==> config.mk <==
export PLATFORM = sky130hd
export DESIGN_NAME = udp_frame_source
export DESIGN_NICKNAME = d
export VERILOG_FILES = /design/src/rtl/udp_frame_pkg.sv /design/src/rtl/udp_payload_pingpong.sv /design/src/rtl/udp_frame_source.sv
export SDC_FILE = /design/constraint.sdc
export NUM_CORES = 1
export LEC_CHECK = 0
export ABC_CLOCK_PERIOD_IN_PS = 4600
export CORE_MARGIN = 2
export CORE_UTILIZATION = 45
export CTS_BUF_LIST = sky130_fd_sc_hd__clkbuf_4 sky130_fd_sc_hd__clkbuf_8
export DETAILED_ROUTE_END_ITERATION = 8
export PLACE_DENSITY_LB_ADDON = 0.05
export SKIP_LAST_GASP = 1
export SLEW_MARGIN = 5
export SYNTH_ARGS = -nofsm -noshare
export SYNTH_HDL_FRONTEND = slang
export SYNTH_HIERARCHICAL = 1
export SYNTH_SLANG_ARGS = --single-unit
==> constraint.sdc <==
create_clock -name clk20 -period 4.6 [get_ports clk20]
set_clock_uncertainty 0.05 [all_clocks]
set_input_delay 1.38 -clock clk20 [delete_from_list [all_inputs] [get_ports clk20]]
set_output_delay 1.38 -clock clk20 [all_outputs]
set_load 0.05 [all_outputs]
==> src/rtl/udp_frame_pkg.sv <==
// Shared constants for the UDP frame source: frame byte map, IP header words and FSM states.
// No logic; latency and backpressure live in the modules that import this package.
package udp_frame_pkg;

  localparam logic [6:0] PREAMBLE_END = 7'h07;
  localparam logic [6:0] IPID_ADDR    = 7'h1A;
  localparam logic [6:0] CSUM_ADDR    = 7'h20;
  localparam logic [6:0] PAYLOAD_BASE = 7'h32;
  localparam logic [4:0] PAYLOAD_LEN  = 5'd18;
  localparam logic [6:0] FRAME_END    = 7'h44;

  localparam logic [15:0] HDR_VER_TOS   = 16'h4500;
  localparam logic [15:0] HDR_TOT_LEN   = 16'h002E;
  localparam logic [15:0] HDR_TTL_PROTO = 16'h8011;

  // Nine 16-bit words go into the IP header sum.
  localparam logic [3:0] CSUM_LAST = 4'd8;

  typedef enum logic [2:0] {
    ST_IDLE,
    ST_CSUM,
    ST_FOLD,
    ST_START,
    ST_WAIT_BUSY,
    ST_SENDING
  } state_t;

endpackage

==> src/rtl/udp_payload_pingpong.sv <==
// Two 18-byte payload banks: writes go to bank fill_sel, reads come from the other bank.
// Read data is registered (one cycle); no backpressure, writes beyond index 17 are dropped.
module udp_payload_pingpong
  import udp_frame_pkg::*;
(
  input  logic       clk20,
  input  logic       fill_sel,
  input  logic       wr_en,
  input  logic [4:0] wr_addr,
  input  logic [7:0] wr_data,
  input  logic       rd_en,
  input  logic [4:0] rd_idx,
  output logic [7:0] rd_data
);

  logic [7:0] mem [2][PAYLOAD_LEN];

  always_ff @(posedge clk20) begin
    if (wr_en && (wr_addr < PAYLOAD_LEN)) begin
      mem[fill_sel][wr_addr] <= wr_data;
    end
    if (rd_en && (rd_idx < PAYLOAD_LEN)) begin
      rd_data <= mem[~fill_sel][rd_idx];
    end
  end

endmodule

==> src/rtl/udp_frame_source.sv <==
// Supplies the complete UDP frame byte stream to the 10BASE-T transmitter; pkt_data is one cycle after rdaddress.
// commit is taken only in IDLE (commit_ready) and never queued; start_tx follows an accepted commit by 11 cycles.
module udp_frame_source
  import udp_frame_pkg::*;
#(
  parameter logic [31:0] IP_SRC   = 32'hC0A8002C,
  parameter logic [31:0] IP_DST   = 32'hC0A80140,
  parameter logic [47:0] MAC_DST  = 48'h00248C88DDC0,
  parameter logic [47:0] MAC_SRC  = 48'h001234567890,
  parameter logic [15:0] UDP_PORT = 16'h0400
) (
  input  logic       clk20,
  input  logic       rst_n,
  input  logic       wr_en,
  input  logic [4:0] wr_addr,
  input  logic [7:0] wr_data,
  input  logic       commit,
  output logic       commit_ready,
  output logic       start_tx,
  input  logic       tx_busy,
  input  logic [6:0] rdaddress,
  output logic [7:0] pkt_data
);

  state_t       state, state_nxt;
  logic         commit_acc;
  logic         fill_sel;
  logic [15:0]  ip_id;
  logic [15:0]  csum_reg;
  logic [15:0]  csum_word;
  logic [19:0]  acc;
  logic [3:0]   csum_cnt;
  logic [16:0]  fold_t;
  logic [15:0]  fold_s;
  logic [399:0] hdr_vec;
  logic [7:0]   hdr_byte;
  logic [7:0]   hdr_q;
  logic [7:0]   pay_byte;
  logic         pay_sel_q;
  logic         in_payload;
  logic [4:0]   pay_idx;

  assign in_payload = (rdaddress >= PAYLOAD_BASE) && (rdaddress < FRAME_END);
  assign pay_idx    = 5'(rdaddress - PAYLOAD_BASE);

  udp_payload_pingpong u_payload (
    .clk20   (clk20),
    .fill_sel(fill_sel),
    .wr_en   (wr_en),
    .wr_addr (wr_addr),
    .wr_data (wr_data),
    .rd_en   (in_payload),
    .rd_idx  (pay_idx),
    .rd_data (pay_byte)
  );

  always_ff @(posedge clk20) begin
    if (!rst_n) begin
      state <= ST_IDLE;
    end else begin
      state <= state_nxt;
    end
  end

  always_comb begin
    state_nxt    = state;
    commit_ready = 1'b0;
    commit_acc   = 1'b0;
    case (state)
      ST_IDLE: begin
        commit_ready = 1'b1;
        if (commit) begin
          commit_acc = 1'b1;
          state_nxt  = ST_CSUM;
        end
      end
      ST_CSUM:      if (csum_cnt == CSUM_LAST) state_nxt = ST_FOLD;
      ST_FOLD:      state_nxt = ST_START;
      ST_START:     state_nxt = ST_WAIT_BUSY;
      ST_WAIT_BUSY: if (tx_busy) state_nxt = ST_SENDING;
      ST_SENDING:   if (!tx_busy) state_nxt = ST_IDLE;
      default:      state_nxt = ST_IDLE;
    endcase
  end

  always_comb begin
    csum_word = 16'h0000;
    case (csum_cnt)
      4'd0: csum_word = HDR_VER_TOS;
      4'd1: csum_word = HDR_TOT_LEN;
      4'd2: csum_word = ip_id;
      4'd4: csum_word = HDR_TTL_PROTO;
      4'd5: csum_word = IP_SRC[31:16];
      4'd6: csum_word = IP_SRC[15:0];
      4'd7: csum_word = IP_DST[31:16];
      4'd8: csum_word = IP_DST[15:0];
      default: csum_word = 16'h0000;
    endcase
    fold_t = {1'b0, acc[15:0]} + {13'h0000, acc[19:16]};
    fold_s = fold_t[15:0] + {15'h0000, fold_t[16]};
  end

  // Header bytes 00..31 laid out MSB-first; bytes 44..7F read as zero.
  always_comb begin
    hdr_vec = {{7{8'h55}}, 8'hD5, MAC_DST, MAC_SRC, 16'h0800,
               HDR_VER_TOS, HDR_TOT_LEN, ip_id, 16'h0000, HDR_TTL_PROTO, csum_reg,
               IP_SRC, IP_DST, UDP_PORT, UDP_PORT, 16'h001A, 16'h0000};
    hdr_byte = 8'h00;
    for (int i = 0; i < int'(PAYLOAD_BASE); i++) begin
      if (rdaddress == 7'(i)) hdr_byte = hdr_vec[399 - 8*i -: 8];
    end
  end

  always_ff @(posedge clk20) begin
    if (!rst_n) begin
      fill_sel  <= 1'b0;
      ip_id     <= 16'h0000;
      csum_reg  <= 16'h0000;
      acc       <= 20'h00000;
      csum_cnt  <= 4'd0;
      start_tx  <= 1'b0;
      hdr_q     <= 8'h00;
      pay_sel_q <= 1'b0;
    end else begin
      start_tx  <= (state == ST_START);
      hdr_q     <= hdr_byte;
      pay_sel_q <= in_payload;
      if (commit_acc) begin
        fill_sel <= ~fill_sel;
        acc      <= 20'h00000;
        csum_cnt <= 4'd0;
      end else if (state == ST_CSUM) begin
        acc      <= acc + {4'h0, csum_word};
        csum_cnt <= csum_cnt + 4'd1;
      end
      if (state == ST_FOLD) csum_reg <= ~fold_s;
      if ((state == ST_SENDING) && !tx_busy) ip_id <= ip_id + 16'd1;
    end
  end

  assign pkt_data = pay_sel_q ? pay_byte : hdr_q;

endmodule

; ---- After elaboration in Yosys (flattened, before gate mapping)
; Memory sizes are Yosys's and may differ from the RTL's.
; Cells that the tools add are included.
[totals]
ff_bits = 78
ramBits = 288
input_bits = 25
out_inout_bits = 10
elab_cells = 180
n_memories = 1
[memory_table]
columns = memory, words, width, rd, rd_ports_with_merged_regs, write_ports, line_no
row1 = u_payload.mem, 2, 144, 1, 0, 1, udp_payload_pingpong.sv:16  ; logic [7:0] mem [2][PAYLOAD_LEN];
[classes]
n_addsub = 6
order_cmp = 7
eq_ne = 65
muxes = 65
bitwise = 5
reduce_logical = 17
[op_table]
columns = operator, n
row1 = 8-bit 2-to-1 mux, 43
row2 = 144-bit 2-to-1 mux, 1
row3 = 7-bit by 6-bit == test with 1-bit output (second input constant), 18
row4 = 7-bit by 5-bit == test with 1-bit output (second input constant), 16
row5 = 16-bit one-hot mux with 7 select lines, 1
row6 = 7-bit by 4-bit == test with 1-bit output (second input constant), 8
row7 = 8-bit binary-select mux with 5-bit select, 1
row8 = 8-bit demux with 5-bit select, 1
row9 = 5-bit 2-to-1 mux, 6
row10 = 7-bit by 3-bit == test with 1-bit output (second input constant), 4
row11 = 7-bit 2-to-1 mux, 3
row12 = 20-bit by 16-bit adder with 20-bit output, 1
row13 = 3-bit one-hot mux with 6 select lines, 1
row14 = 16-bit by 4-bit adder with 17-bit output, 1
row15 = 16-bit by 1-bit adder with 16-bit output, 1
row16 = 16-bit by 1-bit adder with 16-bit output (second input constant), 1
row17 = 4-bit by 3-bit == test with 1-bit output (second input constant), 4
row18 = 16-bit inverter, 1
row19 = 7-bit by 2-bit == test with 1-bit output (second input constant), 2
row20 = 6-bit >= comparator (second input constant), 2
row21 = 3-bit 2-to-1 mux, 4
row22 = 5-bit inverter with 6-bit output, 2
row23 = 11-bit OR reduction, 1
row24 = 5-bit less-than comparator (second input constant), 2
row25 = other kinds (26), 40

; ---- Depth between registers and ports, before layout
[depth]
ltp_word = 49
depth_mapped = 16
ltp_nobuf = 16

; ---- Cells and area by module
; The synthesis kept the hierarchy.
[modules_own_cells]
columns = module, n_inst, cells_per_inst, area_each_um2, seq_area_each_um2
row1 = udp_payload_pingpong, 1, 558, 11533.6, 8888.5
row2 = udp_frame_source, 1, 683, 5151.2, 1401.3

; ---- Worst setup path after synthesis
; No wires, ideal clock.
[synth_timing]
path_type = in2reg
start = input rdaddress[1]
end = register u_payload.rd_data[0] (enable)
setup_time_ns = 0.277
arrival_time_ns = 3.498
t_required_ns = 4.273
path_slack_ns = 0.775
path_stages = 10
n_path_buf = 5
cell_sequence = clkbuf_1 -> inv_1 -> clkbuf_1 -> ha_1 -> inv_1 -> clkbuf_1 -> clkbuf_1 -> buf_1 -> o31ai_1 -> and2_1
[synth_via]
elab_chain_len = 3
word_cells_on_any_way = 6
cone_classes = add/sub (1) / order compare (3) / reduce/logical (2)
[synth_rtl]
columns = item, line_no
row1 = from (decl), udp_frame_source.sv:21  ; input logic [6:0] rdaddress,
row2 = 5-bit subtractor, udp_frame_source.sv:44  ; assign pay_idx = 5'(rdaddress - PAYLOAD_BASE);
row3 = net pay_idx[1], udp_frame_source.sv:41  ; logic [4:0] pay_idx;
row4 = 5-bit less-than comparator, udp_payload_pingpong.sv:22  ; if (rd_en && (rd_idx < PAYLOAD_LEN)) begin
row5 = 1-bit logical AND, udp_payload_pingpong.sv:22
row6 = to (signal assigned), udp_payload_pingpong.sv:23  ; rd_data <= mem[~fill_sel][rd_idx];
row7 = to (decl), udp_payload_pingpong.sv:13  ; output logic [7:0] rd_data
; The timed path passes the listed nets, and every way through them passes these cells.
; A chain may end at the register's enable or synchronous reset.

; ---- Final worst setup path
[layout_timing]
start = register csum_cnt[0]
end = register acc[15]
[layout_via]
elab_chain_len = 4
word_cells_on_any_way = 11
cone_classes = add/sub (1) / eq/ne (7) / mux (1) / reduce/logical (2)
[layout_rtl]
columns = item, line_no
row1 = from (decl), udp_frame_source.sv:32  ; logic [3:0] csum_cnt;
row2 = from (signal assigned), udp_frame_source.sv:134  ; csum_cnt <= csum_cnt + 4'd1;
row3 = 4-bit by 3-bit == test with 1-bit output, udp_frame_source.sv:88  ; case (csum_cnt)
row4 = 2-bit OR reduction (no line), --
row5 = 16-bit one-hot mux with 7 select lines *, udp_frame_source.sv:88
row6 = 20-bit by 16-bit adder with 20-bit output *, udp_frame_source.sv:133  ; acc <= acc + {4'h0, csum_word};
row7 = to (signal assigned), udp_frame_source.sv:133
row8 = to (decl), udp_frame_source.sv:31  ; logic [19:0] acc;
; Mark *: on every way between the ends. The rest lies on a longest branch, timed or not.

==> key figures <==
STA
  – Fin crit share: ~84%
  – Final Max Tran Viols: 0
  – Final hold vios: 0
  – Highest clock rate: ~0.26 GHz
  – Final worst slack: roughly 0.73 ns
  – Max_slew headroom: 43.85%
  – Final setup violation count: 0
  – Actual slew at the worst max-slew pin: 0.8423 ns
  – Fin crit period: roughly 3.9 ns
  – Worst hold slack: 0.4466 ns
  – Setup TNS: 0 ns
  – RSZ-0062 raised after global routing: no

Clock network
  – Setup bufs post-CTS: 0
  – CTS resizes: 0
  – Max clock buf depth: 3
  – CTS root buf: clkbuf_8
  – TritonCTS clock tree: built
  – Max H-tree Level: 3
  – Num CTS Buffers: 66
  – Worst-Skew Late Latency: around 0.61 ns
  – Clock-pin transition on the worst setup and hold timing paths: approximately 0.070 ns
  – TritonCTS Sinks: around 370
  – CTS hold repair buffers: 0

Logic synthesis
  – Async set or reset register ratio after synthesis: 0%
  – Area contributors post-synth: edfxtp_1 53%, dfxtp_1 8.4%, mux4_2 7.7%
  – Most frequent cell after synthesis: edfxtp_1
  – Mapped Area: about 17000 µm²
  – Net Count, Synth: between 1000 and 1500
  – Mapped Cells: 1241
  – Top-area cell type share of the netlist area: between 50% and 60%
  – EDFF count, synth: roughly 300
  – Register area share after synthesis: approximately 62%
  – Yosys reg bits: about 370
  – Avg Cell Area, Syn: between 10 and 15 µm²
  – Yosys warns: 6
  – Library cells used by synthesis: between 70 and 80
  – Top FF cell, synth: edfxtp_1
  – Largest area contributor in the synthesized netlist: edfxtp_1
  – Post-synth top cells: 296 x edfxtp_1, 102 x nor2_1, 101 x nand2_1

GRT
  – GRT Overall Usage: between 20% and 30%
  – Vias in the first global route: 10446
  – Largest net degree at the start of global routing: 46
  – Initial antenna violation count: 0
  – First-pass GRT wire length: 65.64 mm
  – GRT overflow: 0

Min path
  – Min-delay src: csum_reg[7]
  – Worst hold path cell count: 1
  – Worst hold path type: reg2reg
  – Min-Delay Endpoint: csum_reg[7]

Placement
  – DP HPWL: around 30 mm
  – Setup WS pre-CTS: around 0.34 ns
  – RD Place Congestion: about 0.9
  – PortBufs: 34

Route
  – Routed WL: roughly 43 mm
  – Via-to-Cell Ratio: around 5.7
  – DR DRC count: 0
  – DR WL/cell: around 23 µm
  – DR vias: between 10000 and 15000
  – Post-route ant nets: 0
  – Length of the first detailed-routing pass in iterations: 5
  – Initial DRC count: about 680

Run
  – Maxcap violations: 0

Worst setup path
  – Startpoint types: register
  – CP required: 5.08 ns
  – Setup crit end kind: register
  – Reg2reg end: acc[15]
  – Reg2reg path depth: 14
  – Flop-to-flop setup slack: roughly 0.73 ns
  – Crit path DAT: between 4 and 5 ns
  – Reg-to-reg startpoint: csum_cnt[0]
  – Max FO, Critical Path: 15
  – Critical path type: reg2reg

Finish
  – Top flop regs: u_payload/mem (288), acc (20)
  – Biggest register: u_payload/mem
  – Max reg flops: 288
  – Layout cells sized above 1: around a fifth
  – Final net count: 1386
  – Layout area overhead: 14.15%
  – N_diodes: 0

Outcome
  – Outcome: completed

Power
  – Lkg Pwr: ~6.5 nW
  – Maximum vdd drop: roughly 0.29 mV
  – Pwr Density: 377.1 nW/µm²

Floorplan
  – Die ar.: between 30000 and 40000 µm²
  – Row count: 70
  – Chip width: roughly 200 µm
  – I/O pin count: 35
  – CORE AREA: 36520 µm²
  – Initial Utilization: a little under half
  – Chip height: approximately 200 µm
-- power breakdown --
group | leakage, nW | switching (mW) | total [mW] | internal (mW)
registers | 3.23 | 0.0332 | 3.63 | 3.60
logic | 2.61 | 0.345 | 0.581 | 0.236
clock network | 0.701 | 1.33 | 2.97 | 1.64
total | 6.54 | 1.70 | 7.18 | 5.48
-- kinds of logic after synthesis --
family / after synthesis / share of synthesized area, %
fa+ha+maj: 31 / 2.400
flops: 366 / 61.67
compound gates: 231 / 9.224
buf+inv: 88 / 2.295
simple gates: 362 / 10.51
xor+xnor: 58 / 3.045
mux: 105 / 10.85
-- layout by cell type (no fill, tap or decap), types with 26 or more instances in the layout --
cell type        synthesis  final
edfxtp_1               296    296
nor2_1                 102    102
nand2_1                101    101
clkbuf_8                 0     73
dfxtp_1                 70     69
a21oi_1                 59     59
mux4_2                  57     57
buf_4                    6     51
o21ai_0                 47     47
xnor2_1                 38     38
mux2_2                  37     37
clkdlybuf4s50_1          0     33
nand3_1                 31     31
ha_1                    28     28
and2_1                  26     26
-- area by class of cell --
class / count / area [µm²]
sequential: 366 / 10290
tap: 468 / 585.6
clock inverter: 23 / 142.6
multi-input combinational: 787 / 6017
inverter: 23 / 86.33
clock buffer: 94 / 1162
timing repair buffer: 87 / 758.2
fill: 3137 / 17480
-- per-layer routing --
layer	track usage [%]	part of all wire, %	up-vias
met4	7.015	2.3	0
met2	39.87	51	246
li1	-	-	4945
met5	0	0	-
met3	3.593	3.9	61
met1	29.77	43	5252
-- worst max path at each step --
stage | startpoint | slack (ns) | endpoint
2_1_floorplan | rdaddress[1] | 0.78 | u_payload/rd_data[0]
3_3_place_gp | rdaddress[1] | 0.28 | u_payload/rd_data[2]
3_5_place_dp | rdaddress[1] | 0.34 | u_payload/rd_data[2]
4_1_cts | csum_cnt[0] | 0.67 | acc[15]
5_1_grt | csum_cnt[0] | 0.22 | acc[14]
6_report | csum_cnt[0] | 0.73 | acc[15]
-- per-stage QoR --
stage / instances / total power, mW / cell area [µm²] / utilization, %
final: 1848 / 7.183 / 19050 / 52.15
after global routing: 1848 / 7.475 / 19050 / 52.15
after CTS: 1848 / 7.283 / 19050 / 52.15
after detailed placement: 1731 / 4.287 / 17740 / 48.57
after global placement: 1731 / 4.288 / 17740 / 48.57
after floorplan: 1241 / 4.061 / 16680 / -
-- worst max-delay path, stage by stage (launching register included) --
cell and delay [ns]:
dfxtp_1 0.36, inv_1 0.10, ha_1 0.42, nor2b_1 0.26, nand2_1 0.08, a21oi_1 0.24, ha_1 0.24, a211oi_1 0.10
o21a_1 0.21, o31a_1 0.32, a2111oi_0 0.63, o31ai_1 0.25, nor3b_1 0.20, o31a_1 0.27, nor2_1 0.08
No activity file was read; power rests on OpenSTA's default activity.
